## src/rtl/modexp_exp_scanner.sv

```systemverilog
// Exponent digit scanner: reads exponent words MSW-first from a synchronous RAM
// and streams 4-bit digits MSB-first over valid/ready, with optional leading-zero skip.
module modexp_exp_scanner #(
    parameter int WORD_W       = 16,
    parameter int ADDR_W       = 8,
    parameter int DIG_PER_WORD = WORD_W / 4
) (
    input  logic              clk,
    input  logic              rst,
    input  logic              ce,
    input  logic              start,
    input  logic [ADDR_W-1:0] n_words,
    input  logic              skip_lz,
    input  logic [WORD_W-1:0] E,
    output logic [ADDR_W-1:0] E_addr,
    output logic [3:0]        e,
    output logic              e_valid,
    input  logic              e_ready,
    output logic              e_last,
    output logic              busy,
    output logic              done
);

    localparam int CNT_W = (DIG_PER_WORD > 1) ? $clog2(DIG_PER_WORD) : 1;

    typedef enum logic [2:0] {
        IDLE,
        FETCH,
        LOAD,
        EMIT,
        DONE
    } state_t;

    state_t             state, state_nxt;
    logic [WORD_W-1:0]  shreg;
    logic [CNT_W-1:0]   dig_cnt;
    logic               skipping;

    logic [3:0]         nib;
    logic               last_dig;
    logic               final_dig;
    logic               hide;
    logic               advance;

    assign nib       = shreg[WORD_W-1 -: 4];
    assign last_dig  = (dig_cnt == CNT_W'(DIG_PER_WORD - 1));
    assign final_dig = last_dig && (E_addr == '0);
    // The final digit is never hidden so an all-zero exponent still yields one digit.
    assign hide      = skipping && (nib == 4'h0) && !final_dig;

    // NOTE: every output of this block gets a default first, so no path can infer a latch.
    always_comb begin
        state_nxt = state;
        e         = 4'h0;
        e_valid   = 1'b0;
        e_last    = 1'b0;
        busy      = 1'b0;
        done      = 1'b0;
        advance   = 1'b0;
        case (state)
            IDLE: begin
                if (start) begin
                    state_nxt = (n_words == '0) ? DONE : FETCH;
                end
            end
            FETCH: begin
                busy      = 1'b1;
                state_nxt = LOAD;
            end
            LOAD: begin
                busy      = 1'b1;
                state_nxt = EMIT;
            end
            EMIT: begin
                busy    = 1'b1;
                e       = nib;
                e_valid = !hide;
                e_last  = final_dig;
                advance = hide || e_ready;
                if (advance && last_dig) begin
                    state_nxt = (E_addr == '0) ? DONE : FETCH;
                end
            end
            DONE: begin
                done      = 1'b1;
                state_nxt = IDLE;
            end
            default: state_nxt = IDLE;
        endcase
    end

    // NOTE: sequential state uses non-blocking assignments only, so all registers
    // sample the pre-edge values regardless of statement order.
    always_ff @(posedge clk) begin
        if (rst) begin
            state    <= IDLE;
            E_addr   <= '0;
            shreg    <= '0;
            dig_cnt  <= '0;
            skipping <= 1'b0;
        end else if (ce) begin
            state <= state_nxt;
            case (state)
                IDLE: begin
                    if (start && (n_words != '0)) begin
                        E_addr   <= n_words - ADDR_W'(1);
                        skipping <= skip_lz;
                    end
                end
                LOAD: begin
                    shreg   <= E;
                    dig_cnt <= '0;
                end
                EMIT: begin
                    if (advance) begin
                        shreg   <= shreg << 4;
                        dig_cnt <= dig_cnt + CNT_W'(1);
                        if (!hide) begin
                            skipping <= 1'b0;
                        end
                        if (last_dig && (E_addr != '0)) begin
                            E_addr <= E_addr - ADDR_W'(1);
                        end
                    end
                end
                default: ;
            endcase
        end
    end

endmodule

```

## config.mk

```make
export PLATFORM = sky130hd
export DESIGN_NAME = modexp_exp_scanner
export DESIGN_NICKNAME = d
export VERILOG_FILES = /design/src/rtl/modexp_exp_scanner.sv
export SDC_FILE = /design/constraint.sdc
export NUM_CORES = 1
export LEC_CHECK = 0
export BUFFER_PORTS_ARGS = -buffer_cell sky130_fd_sc_hd__buf_2
export CAP_MARGIN = 20
export CORE_AREA = 8 8 67 69
export DETAILED_ROUTE_END_ITERATION = 8
export DIE_AREA = 0 0 75 77
export PLACE_DENSITY = 0.83
export REMOVE_ABC_BUFFERS = 1
export SLEW_MARGIN = 20
export SYNTH_ARGS = -nofsm -noshare
export SYNTH_HDL_FRONTEND = slang
export SYNTH_SLANG_ARGS = --single-unit
```

## constraint.sdc

```tcl
create_clock -name clk -period 3.5 [get_ports clk]
set_clock_uncertainty 0.2 [all_clocks]
set_input_delay 0.35 -clock clk [delete_from_list [all_inputs] [get_ports clk]]
set_output_delay 0.35 -clock clk [all_outputs]
set_load 0.01 [all_outputs]
```

Word level (Yosys, flattened, before mapping). Cells that the tools add are included.

Register bits: 30. Bits of input ports: 30. Output and inout bits: 16. Logic and storage cells: 64.

Add/subtract/negate cells: 3. Eq/ne operators: 11. Mux-type cells: 23. Reduce and logical (&&, ||, !) cells: 22.

Operator list (number): $pmux W16 S2 (1); $mux W8 (3); $logic_not A8 Y1 (2); $mux W16 (1); $pmux W8 S2 (1); $reduce_bool A8 Y1 (2); $sub A8 B1 Y8 const B (2); $mux W3 (4); $ne A2 B2 Y1 const B (6); $pmux W3 S4 (1); $reduce_and A5 Y1 (2); $mux W1 (8); $eq A3 B2 Y1 const B (2); $logic_and A1 B1 Y1 (6); $reduce_and A3 Y1 (2); $logic_not A4 Y1 (1); $mux W4 (1); $pmux W2 S2 (1); $reduce_bool A2 Y1 (2); $eq A3 B1 Y1 const B (1); $eq A3 B3 Y1 const B (1); $logic_not A3 Y1 (1); $reduce_or A3 Y1 (1); $add A2 B1 Y2 const B (1); 5 further kinds (6).

Longest topological paths before layout.
Depth after elaboration: 8. Mapped depth: 10.

Least setup slack after synthesis. OpenSTA, ideal clock, no wires.

Kind: register -> register. Start: register state[1]. End: register E_addr[4]. Setup time: 0.088 ns. Arrival: 2.078 ns. Required time: 3.212 ns. Slack: 1.134 ns. Cell stages (with the launch flop): 11. Clock period less this slack: 2.366 ns. Cells stage by stage: dfxtp_1 > buf_2 > nand3b_2 > clkbuf_1 > mux2i_1 > ha_1 > inv_1 > nor3_1 > xnor2_1 > a211o_1 > o32ai_2.

Longest elaborated chain between the ends: 4. Elaborated cells between the ends (all ways): 9.

Ends and longest elaborated chain: from (decl) (RTL line 34) `state_t state, state_nxt;`; from (signal assigned) (RTL line 102) `state <= state_nxt;`; $eq A3 B2 Y1 (RTL line 60, 103); $mux W1 (RTL line 60) `case (state)`; $ne A2 B2 Y1 (no line); $reduce_and A5 Y1 (no line); to (signal assigned) (RTL line 106) `E_addr <= n_words - ADDR_W'(1);`; to (signal assigned) (RTL line 122) `E_addr <= E_addr - ADDR_W'(1);`; to (decl) (RTL line 15) `output logic [ADDR_W-1:0] E_addr,`.

Several ways; a longest one is shown, not always the timed one. A chain may end at the register's enable or synchronous reset.

Final worst setup path.
Start: register state[0]. End: register E_addr[4].

The elaborated chain is that of the path after synthesis.

==> results.toml <==
[die]
core-area_um2 = 3500
rows = 22
die-height_um = 77
initial_utilization_pct = 55.3
die_area_um2 = 5780
top_level_ports = 46
die_w_um = 75

[worst_setup_path]
path_buf_inv = 1
end_kind = "flop"
crit_arrival_ns = 2.59
cp-start-kind = "flop"
crit_required_ns = 3.55
slowest_delay_ns = 0.57
reg2reg_depth = 8
r2r_start = "state[0]$_SDFFE_PP0P_"
cp.depth = 8
cp-startpoint = "state[0]$_SDFFE_PP0P_"
cp_cell_sequence = "nand3b_2 -> mux2i_1 -> ha_1 -> inv_1 -> nor3_1 -> xnor2_1 -> a211o_1 -> o32ai_2"
endpoint = "E_addr[4]$_SDFFE_PP0P_"
timing.rr.end = "E_addr[4]$_SDFFE_PP0P_"
crit_slowest_cell = "dfxtp_1"
r2r_slack_ns = 0.97
critical_path_peak_fanout = 14
critical_path_class = "flop to flop"
critPathTopFamily = "flip-flops"

[routing]
wl_per_cell_um = 14.9
drc = 0
ant_nets = 0
routed_wl_um = 4840
first_pass_iters = 5
vias = 1890
drt_iter0_markers = 204
vias_per_cell = 5.82

[logic_synthesis]
yosys.area.top_type_share_pct = 31.1
synth_edf_count = 0
yosysWarnings = 0
synthTopCellsByArea = "dfxtp_1, a311oi_2, nand2_1, nor2_1, a21oi_1"
synthCells = 239
ys_seq_area_share_pct = 31.1
ys_types = 54
ys_seq_elements = 30
synth_common_cells = "nand2_1, dfxtp_1, nor2_1"
syn_area_um2 = 1930
synthArstFlopShare_pct = 0
synth_area_per_cell_um2 = 8.08
yosys.area.top_type = "dfxtp_1"
yosysMostFrequentCell = "nand2_1"
synthFlopType = "dfxtp_1"

[min_path]
hp-start = "skip_lz"
min_path_type = "input pin to flop"

[timing]
final-setup-viol-count = 0
fin_crit_ns = 2.53
drv_slew = 0
max_clock_freq_mhz = 395
grt_setup_unrepaired = "no"
finalCritPeriodShare_pct = 72.4
finalHoldViolations = 0
final.setup.tns_ns = 0
worstMarginPinSlew_ns = 0.763
slew-limit-headroom_pct = 49.2

[finish]
n_antenna_cell = 0
seq_area_um2 = 601
multiInputGateArea_um2 = 1210
drive_gt1_share_pct = 29.6
nNetsFinal = 308
instances_no_fill = 325
area_growth_pct = 16.6
nFillCells = 316

[grt]
grt_util_met3_pct = 4.42
grt_pass1_wl_um = 8040
grt-busiest-layer = "met2"
grtUsageTotal_pct = 17.3
overflow = 0
grt_max_degree = 36
use_met2_pct = 27.2
use_met1_pct = 20.8
grt_antenna_before_repair = 0
grt_pass1_vias = 1788

[placement]
place_hpwl_um = 3390
placement.io_buffers = 45
gp_congestion = 0.903
dp.cells = 317

[clock_network]
cts-root-buf = "clkbuf_4"
worstSkewPairLatency_ns = 0.35
clkSinkCount = 30
numCtsBuffers = 5
cts_tree = "built"
cts_resized = 0
clk_pin_slew_ns = 0.10
htreeDepth = 2
ctsHoldBuffers = 0
clock_path_buffers = 2
postCtsSetupBuffers = 0

[job]
drv_cap = 0

[pwr]
p_leak_nw = 0.875
powerDensity_nw_per_um2 = 420
max-vdd-ir-drop_mv = 0.216

[status]
outcome = "finished clean"
[worst reg2reg max path, stage by stage (launching register included)]
cell	delay, ns
dfxtp_1	0.57
nand3b_2	0.28
mux2i_1	0.28
ha_1	0.32
inv_1	0.11
nor3_1	0.18
xnor2_1	0.10
a211o_1	0.30
o32ai_2	0.12
[power by group]
group          switching [mW]  leakage, nW  total [mW]  internal, mW
clock network           0.132       0.0585       0.374         0.242
registers              0.0221        0.244       0.385         0.363
logic                   0.111        0.573       0.186        0.0748
[area by class of cell]
cell class / instances / share of cell area, %
Multi-Input combinational cell: 184 / 53.6
Sequential cell: 30 / 26.7
Timing Repair Buffer: 48 / 11.0
Clock inverter: 2 / 2.67
Tap cell: 48 / 2.67
Clock buffer: 6 / 2.28
Inverter: 7 / 1.17
[flip-flops by register name, summed over array words and instances, names as in the netlist]
signal	flops
dig_cnt	2
skipping	1
state	3
E_addr	8
shreg	16
[metrics by stage]
step / power [mW] / setup WS [ns] / utilization (%) / hold slack (ns) / cell area [um^2]
2_1_floorplan: 0.510 / 1.11 / - / 0.218 / 1830
3_3_place_gp: 0.573 / 1.12 / 61.2 / 0.239 / 2140
3_5_place_dp: 0.576 / 1.03 / 61.2 / 0.245 / 2140
4_1_cts: 0.946 / 0.968 / 64.4 / 0.0587 / 2250
5_1_grt: 0.989 / 0.771 / 64.4 / 0.0726 / 2250
6_report: 0.945 / 0.966 / 64.4 / 0.0606 / 2250
[logic make-up (layout without fill, tap and decap cells)]
kind of cell             count (synthesis)  after routing  share of synthesized area [%]
flip-flops                              30             30                           31.1
multiplexers                             4              4                           2.07
XOR/XNOR                                 1              1                          0.453
adder cells (fa/ha/maj)                  2              2                           1.30
AO/OA/AOI/OAI                           60             60                           27.6
AND/OR/NAND/NOR                        117            117                           31.0
buffers and inverters                   25             63                           6.48
[cells in the final DEF, fill, tap and decap left out, types with 5 or more instances in the layout]
cell type and count:
dfxtp_1 30, nand3b_1 6, inv_1 7, nor3_1 8
a31oi_1 6, clkbuf_4 5, nand2_1 41, and2_1 5
o21ai_0 7, a311oi_2 13, a21oi_1 12, buf_2 45
nor2_1 27, or3_1 5
[worst min path at each step]
stage                                  end  cells past startpoint  slack [ns]
finish               skipping$_SDFFE_PP0P_                      3        0.06
global placement     shreg[3]$_SDFFE_PP0P_                      2        0.24
global route         shreg[1]$_SDFFE_PP0P_                      3        0.07
floorplan           shreg[10]$_SDFFE_PP0P_                      1        0.22
detailed placement   shreg[3]$_SDFFE_PP0P_                      2        0.24
CTS                  skipping$_SDFFE_PP0P_                      3        0.06
[routing by layer]
metal  up-vias  part of all wire, %
li1        939                    -
met3         8                  7.9
met1       868                   42
met2        75                   48
met4         0                  1.6
met5         -                    0
No activity file was read; power rests on OpenSTA's default activity.
